File: config.mk
export PLATFORM = sky130hd
export DESIGN_NAME = add3_arbiter_flat
export DESIGN_NICKNAME = d
export VERILOG_FILES = /design/src/rtl/add3_arbiter_if.sv /design/src/rtl/add3_arbiter.sv /design/src/flat_wrapper.sv
export SDC_FILE = /design/constraint.sdc
export NUM_CORES = 1
export LEC_CHECK = 0
export CAP_MARGIN = 30
export CELL_PAD_IN_SITES_DETAIL_PLACEMENT = 0
export CELL_PAD_IN_SITES_GLOBAL_PLACEMENT = 1
export CORE_ASPECT_RATIO = 1.4
export CORE_MARGIN = 2
export CORE_UTILIZATION = 34
export CTS_BUF_LIST = sky130_fd_sc_hd__clkbuf_8
export CTS_CLUSTER_SIZE = 8
export DETAILED_ROUTE_END_ITERATION = 8
export PLACE_DENSITY_LB_ADDON = 0.05
export REMOVE_ABC_BUFFERS = 1
export SLEW_MARGIN = 40
export SYNTH_ARGS = -nofsm -noshare
export SYNTH_HDL_FRONTEND = slang
export SYNTH_SLANG_ARGS = --single-unit
File: constraint.sdc
create_clock -name clk -period 2.4 [get_ports clk]
set_input_delay 0.48 -clock clk [delete_from_list [all_inputs] [get_ports clk]]
set_output_delay 0.48 -clock clk [all_outputs]
set_load 0.01 [all_outputs]
File: src/rtl/add3_arbiter_if.sv
// ============================================================================
// Module   : add3_arbiter_if
// Purpose  : Request, shared-adder and response signals of add3_arbiter.
// Revision : 1.0 - initial release
// ============================================================================
`default_nettype none

interface add3_arbiter_if;
    logic       req0_valid;
    logic       req1_valid;
    logic [2:0] req0_a;
    logic [2:0] req0_b;
    logic [2:0] req1_a;
    logic [2:0] req1_b;
    logic       req0_ready;
    logic       req1_ready;
    logic [2:0] add_a;
    logic [2:0] add_b;
    logic [2:0] add_sum;
    logic       add_cout;
    logic       rsp_valid;
    logic       rsp_id;
    logic [2:0] rsp_sum;
    logic       rsp_cout;
    logic       rsp_ready;

    // Arbiter side
    modport slave (
        input  req0_valid, req1_valid, req0_a, req0_b, req1_a, req1_b,
        output req0_ready, req1_ready,
        output add_a, add_b,
        input  add_sum, add_cout,
        output rsp_valid, rsp_id, rsp_sum, rsp_cout,
        input  rsp_ready
    );

    // Requesters and response consumer
    modport master (
        output req0_valid, req1_valid, req0_a, req0_b, req1_a, req1_b,
        input  req0_ready, req1_ready,
        input  rsp_valid, rsp_id, rsp_sum, rsp_cout,
        output rsp_ready
    );

    // The shared external 3-bit adder
    modport adder (
        input  add_a, add_b,
        output add_sum, add_cout
    );
endinterface

`default_nettype wire

File: src/rtl/add3_arbiter.sv
// ============================================================================
// Module   : add3_arbiter
// Purpose  : Two-requester arbiter sharing one external 3-bit adder, with a
//            registered response port and a saturating carry-out counter.
// Revision : 1.0 - initial release
// ============================================================================
`default_nettype none

module add3_arbiter #(
    parameter int CNT_W = 8
) (
    input  wire logic             clk,
    input  wire logic             rst,
    add3_arbiter_if.slave         bus,
    output logic [CNT_W-1:0]      ovf_count
);

    typedef enum logic [1:0] {
        S_IDLE  = 2'd0,
        S_ISSUE = 2'd1,
        S_RESP  = 2'd2
    } state_t;

    localparam logic [CNT_W-1:0] c_OVF_MAX = '1;

    state_t           r_state;
    logic [2:0]       r_op_a;
    logic [2:0]       r_op_b;
    logic             r_rsp_valid;
    logic             r_rsp_id;
    logic [2:0]       r_rsp_sum;
    logic             r_rsp_cout;
    logic [CNT_W-1:0] r_ovf_count;
    logic             r_last_srv;

    logic             w_grant;
    logic             w_idle;
    logic             w_ready0;
    logic             w_ready1;
    logic             w_accept;

    // On a tie the requester not served last wins; a lone requester always wins.
    always_comb begin
        w_grant  = 1'b0;
        w_idle   = (r_state == S_IDLE);
        if (bus.req0_valid && bus.req1_valid) begin
            w_grant = ~r_last_srv;
        end else begin
            w_grant = bus.req1_valid;
        end
        w_ready0 = ~rst && w_idle && bus.req0_valid && ~w_grant;
        w_ready1 = ~rst && w_idle && bus.req1_valid &&  w_grant;
        w_accept = w_ready0 | w_ready1;
    end

    always_ff @(posedge clk) begin
        if (rst) begin
            r_state     <= S_IDLE;
            r_op_a      <= 3'd0;
            r_op_b      <= 3'd0;
            r_rsp_valid <= 1'b0;
            r_rsp_id    <= 1'b0;
            r_rsp_sum   <= 3'd0;
            r_rsp_cout  <= 1'b0;
            r_ovf_count <= '0;
            r_last_srv  <= 1'b1;
        end else begin
            case (r_state)
                S_IDLE: begin
                    if (w_accept) begin
                        r_op_a     <= w_grant ? bus.req1_a : bus.req0_a;
                        r_op_b     <= w_grant ? bus.req1_b : bus.req0_b;
                        r_rsp_id   <= w_grant;
                        r_last_srv <= w_grant;
                        r_state    <= S_ISSUE;
                    end
                end
                S_ISSUE: begin
                    r_rsp_sum   <= bus.add_sum;
                    r_rsp_cout  <= bus.add_cout;
                    r_rsp_valid <= 1'b1;
                    if (bus.add_cout && (r_ovf_count != c_OVF_MAX)) begin
                        r_ovf_count <= r_ovf_count + 1'b1;
                    end
                    r_state     <= S_RESP;
                end
                S_RESP: begin
                    if (bus.rsp_ready) begin
                        r_rsp_valid <= 1'b0;
                        r_state     <= S_IDLE;
                    end
                end
                default: begin
                    r_state <= S_IDLE;
                end
            endcase
        end
    end

    // The adder only ever sees latched operands, so late requester changes are harmless.
    assign bus.add_a      = r_op_a;
    assign bus.add_b      = r_op_b;
    assign bus.req0_ready = w_ready0;
    assign bus.req1_ready = w_ready1;
    assign bus.rsp_valid  = r_rsp_valid;
    assign bus.rsp_id     = r_rsp_id;
    assign bus.rsp_sum    = r_rsp_sum;
    assign bus.rsp_cout   = r_rsp_cout;
    assign ovf_count      = r_ovf_count;

endmodule

`default_nettype wire

File: src/flat_wrapper.sv
// flat-port wrapper written by rule: the top's interface ports become plain ports
module add3_arbiter_flat 
#(
    parameter int CNT_W = 8
)
  (clk, rst, ovf_count, bus_req0_valid, bus_req1_valid, bus_req0_a, bus_req0_b, bus_req1_a, bus_req1_b, bus_req0_ready, bus_req1_ready, bus_add_a, bus_add_b, bus_add_sum, bus_add_cout, bus_rsp_valid, bus_rsp_id, bus_rsp_sum, bus_rsp_cout, bus_rsp_ready);
  add3_arbiter_if bus_i ();
  input  wire logic clk;
  input  wire logic rst;
  output logic [CNT_W-1:0] ovf_count;
  input wire logic [$bits(bus_i.req0_valid)-1:0] bus_req0_valid;
  input wire logic [$bits(bus_i.req1_valid)-1:0] bus_req1_valid;
  input wire logic [$bits(bus_i.req0_a)-1:0] bus_req0_a;
  input wire logic [$bits(bus_i.req0_b)-1:0] bus_req0_b;
  input wire logic [$bits(bus_i.req1_a)-1:0] bus_req1_a;
  input wire logic [$bits(bus_i.req1_b)-1:0] bus_req1_b;
  output wire logic [$bits(bus_i.req0_ready)-1:0] bus_req0_ready;
  output wire logic [$bits(bus_i.req1_ready)-1:0] bus_req1_ready;
  output wire logic [$bits(bus_i.add_a)-1:0] bus_add_a;
  output wire logic [$bits(bus_i.add_b)-1:0] bus_add_b;
  input wire logic [$bits(bus_i.add_sum)-1:0] bus_add_sum;
  input wire logic [$bits(bus_i.add_cout)-1:0] bus_add_cout;
  output wire logic [$bits(bus_i.rsp_valid)-1:0] bus_rsp_valid;
  output wire logic [$bits(bus_i.rsp_id)-1:0] bus_rsp_id;
  output wire logic [$bits(bus_i.rsp_sum)-1:0] bus_rsp_sum;
  output wire logic [$bits(bus_i.rsp_cout)-1:0] bus_rsp_cout;
  input wire logic [$bits(bus_i.rsp_ready)-1:0] bus_rsp_ready;
  assign bus_i.req0_valid = bus_req0_valid;
  assign bus_i.req1_valid = bus_req1_valid;
  assign bus_i.req0_a = bus_req0_a;
  assign bus_i.req0_b = bus_req0_b;
  assign bus_i.req1_a = bus_req1_a;
  assign bus_i.req1_b = bus_req1_b;
  assign bus_req0_ready = bus_i.req0_ready;
  assign bus_req1_ready = bus_i.req1_ready;
  assign bus_add_a = bus_i.add_a;
  assign bus_add_b = bus_i.add_b;
  assign bus_i.add_sum = bus_add_sum;
  assign bus_i.add_cout = bus_add_cout;
  assign bus_rsp_valid = bus_i.rsp_valid;
  assign bus_rsp_id = bus_i.rsp_id;
  assign bus_rsp_sum = bus_i.rsp_sum;
  assign bus_rsp_cout = bus_i.rsp_cout;
  assign bus_i.rsp_ready = bus_rsp_ready;
  add3_arbiter #(.CNT_W(CNT_W)) u_core (.clk(clk), .rst(rst), .bus(bus_i), .ovf_count(ovf_count));
endmodule
==> metrics <==
status completed; Yosys reg bits 23; Setup Crit Path Kind input pin to primary output; gr usage total 14.1%; pwr/cell area around 530 nW/um^2; Hold WS between 0.5 and 0.6 ns; fin. max-slew vios 0; CTS sink cnt 23; R2R depth 4; Max-Cap Viols 0; Via density a little under 5; Final Cycle Share 96.2%; worst hold path depth 2; Mapped Cells 113; global-route wire length before repair 3930 um; layout cells sized above 1 11.4%; CTS resizes 0; worst hold path class register to register; clk buf depth 2; Core Box Area 2910 um^2; RR Startpoint u_core.r_state[0]; Root Driver clkbuf_8; reg2reg setup slack 0.91 ns; Antenna diodes 0; unrepaired setup endpoints after global routing false; DIE AREA 3580 um^2; Clock transition at path regs 0.08 ns; Post-CTS Setup Bufs 0; crit-path max FO 4; Initial Utilization a little over a third; Hold Vio Cnt, Final 0; Post-Syn Area 1060 um^2; Peak VDD IR 0.321 mV; Detailed Place HPWL 1820 um; vias in the first global route 945; row count 23; Synth Flop Type dfxtp_1; TritonCTS clock tree yes; Distinct cells, synth 36; # fillers 272; Final Total Pwr 836 uW; number of flops mapped to enable cells by yosys 0; initial antenna violation count 0; hold-fix buffers at CTS 0; wire per inst 11.9 um; Startpoint Class input pin; Setup TNS Final 0 ns; Clock Skews 0.00230 ns; die height 70.0 um; number of antenna-violating nets in the routed design 0; fin crit period 2.31 ns; chip width 51.1 um; 1st-iter DRT viols 7; Yosys warning count 0; Rel. slew slack 66.7%; number of port buffers 42; critical path capture point type primary output; grt ovf 0; fmax between 400 and 500 MHz; critical path data required time roughly 1.9 ns; largest net degree at the start of global routing 24; Total Wirelength between 2000 and 2500 um; Multi-input gate area 566 um^2; htree depth 1; FF+latch area 460 um^2; HP Start u_core.bus.add_a[1]; hold path endpoint u_core.bus.add_a[1]; Crit path arrival time 1.83 ns; Worst-Skew Late Latency 0.26 ns; CTS buffer count 3; area grow syn2layout 48.8%; syn avg cell area 9.36 um^2; Final GP Congestion 0.726; Seq/Total Area, Yosys 43.6%; Synth async-reset ratio 0%; First-pass DRT Iterations 5; Final nets between 150 and 200; post-layout util 54.1%; Final Setup Violations 0; DR vias 940; Worst Max-Slew Pin Slew 0.499 ns; boundary pin count 43; Static Leak 0.607 nW; Post-route DRC 0; FF-to-FF End u_core.ovf_count[7]
flip-flops by register name (all words and copies together) (netlist names):
name,count
u_core.bus.rsp_valid,1
u_core.bus.rsp_id,1
u_core.r_last_srv,1
u_core.r_state,2
u_core.bus.rsp_cout,1
u_core.bus.rsp_sum,3
u_core.bus.add_a,3
u_core.bus.add_b,3
u_core.ovf_count,8
power breakdown:
group / switching [mW] / internal, mW / total (mW)
sequential: 0.0177 / 0.406 / 0.423
combinational: 0.0738 / 0.103 / 0.177
clock: 0.120 / 0.116 / 0.236
total: 0.212 / 0.625 / 0.836
cell usage after synthesis (all sizes together), types with 2 or more instances:
library cell,instances,area [um^2]
a21oi,2,10.0
a311oi,6,71.3
and2,2,12.5
and3,3,18.8
buf,3,20.0
clkbuf,2,7.51
dfxtp,23,460
mux2i,5,50.1
nand2,16,60.1
nor2,22,82.6
nor2b,2,12.5
nor3,3,25.0
o211ai,2,28.8
o21ai,2,10.0
xor2,5,43.8
cells in the final DEF, fill, tap and decap left out, types with 2 or more instances in the layout:
cell              n
clkdlybuf4s50_1  42
dfxtp_1          23
nor2_1           22
nand2_1          16
xor2_1            5
mux2i_1           5
buf_4             4
and3_1            3
a311oi_2          3
a311oi_1          3
clkbuf_8          3
nor3_2            2
and2_1            2
nor2b_1           2
a21oi_1           2
final cells by class:
type                    instances  share of cell area (%)
multi-input cells              84                    36.0
flip-flops and latches         23                    29.3
repair buffers                 46                    28.6
well taps                      37                    2.94
clock buffers                   3                    2.63
clock inverters                 1                   0.318
inverters                       1                   0.239
stage by stage:
| step | std cells | setup slack [ns] | instance area, um^2 |
|---|---|---|---|
| 2_1_floorplan | 108 | 0.965 | 1030 |
| 3_3_place_gp | 191 | 0.0774 | 1530 |
| 3_5_place_dp | 191 | 0.0678 | 1530 |
| 4_1_cts | 195 | 0.0687 | 1570 |
| 5_1_grt | 195 | 0.00489 | 1570 |
| 6_report | 195 | 0.0906 | 1570 |
per-layer routing:
metal  share of wire, %  GRT usage (%)  vias up
li1                   -              -      487
met1                 42           15.9      426
met2                 53           25.4       25
met3                4.4           2.99        2
met4               0.60           4.50        0
met5                  0              0        -
worst max-delay path: stages:
cell and delay, ns:
clkdlybuf4s50_1 0.48, nand2_1 0.09, nand2_1 0.09, and3_1 0.15
clkdlybuf4s50_1 0.54
logic make-up after synthesis:
family | count (synthesis) | synth area share [%]
simple gates | 55 | 26.5
mux | 6 | 5.80
compound gates | 16 | 15.0
fa+ha+maj | 1 | 1.18
flops | 23 | 43.6
xor+xnor | 6 | 4.97
buf+inv | 6 | 2.96
worst max path at each step:
| stage | start | endpoint | slack, ns | cells after the start |
|---|---|---|---|---|
| finish | bus_req0_valid | bus_req0_ready | 0.09 | 5 |
| global route | rst | bus_req1_ready | 0.005 | 4 |
| CTS | rst | bus_req1_ready | 0.07 | 4 |
| detailed placement | rst | bus_req1_ready | 0.07 | 4 |
| global placement | rst | bus_req1_ready | 0.08 | 4 |
| floorplan | u_core.ovf_count[0] | u_core.ovf_count[7] | 0.97 | 5 |
(Power assumes the default switching activity.)
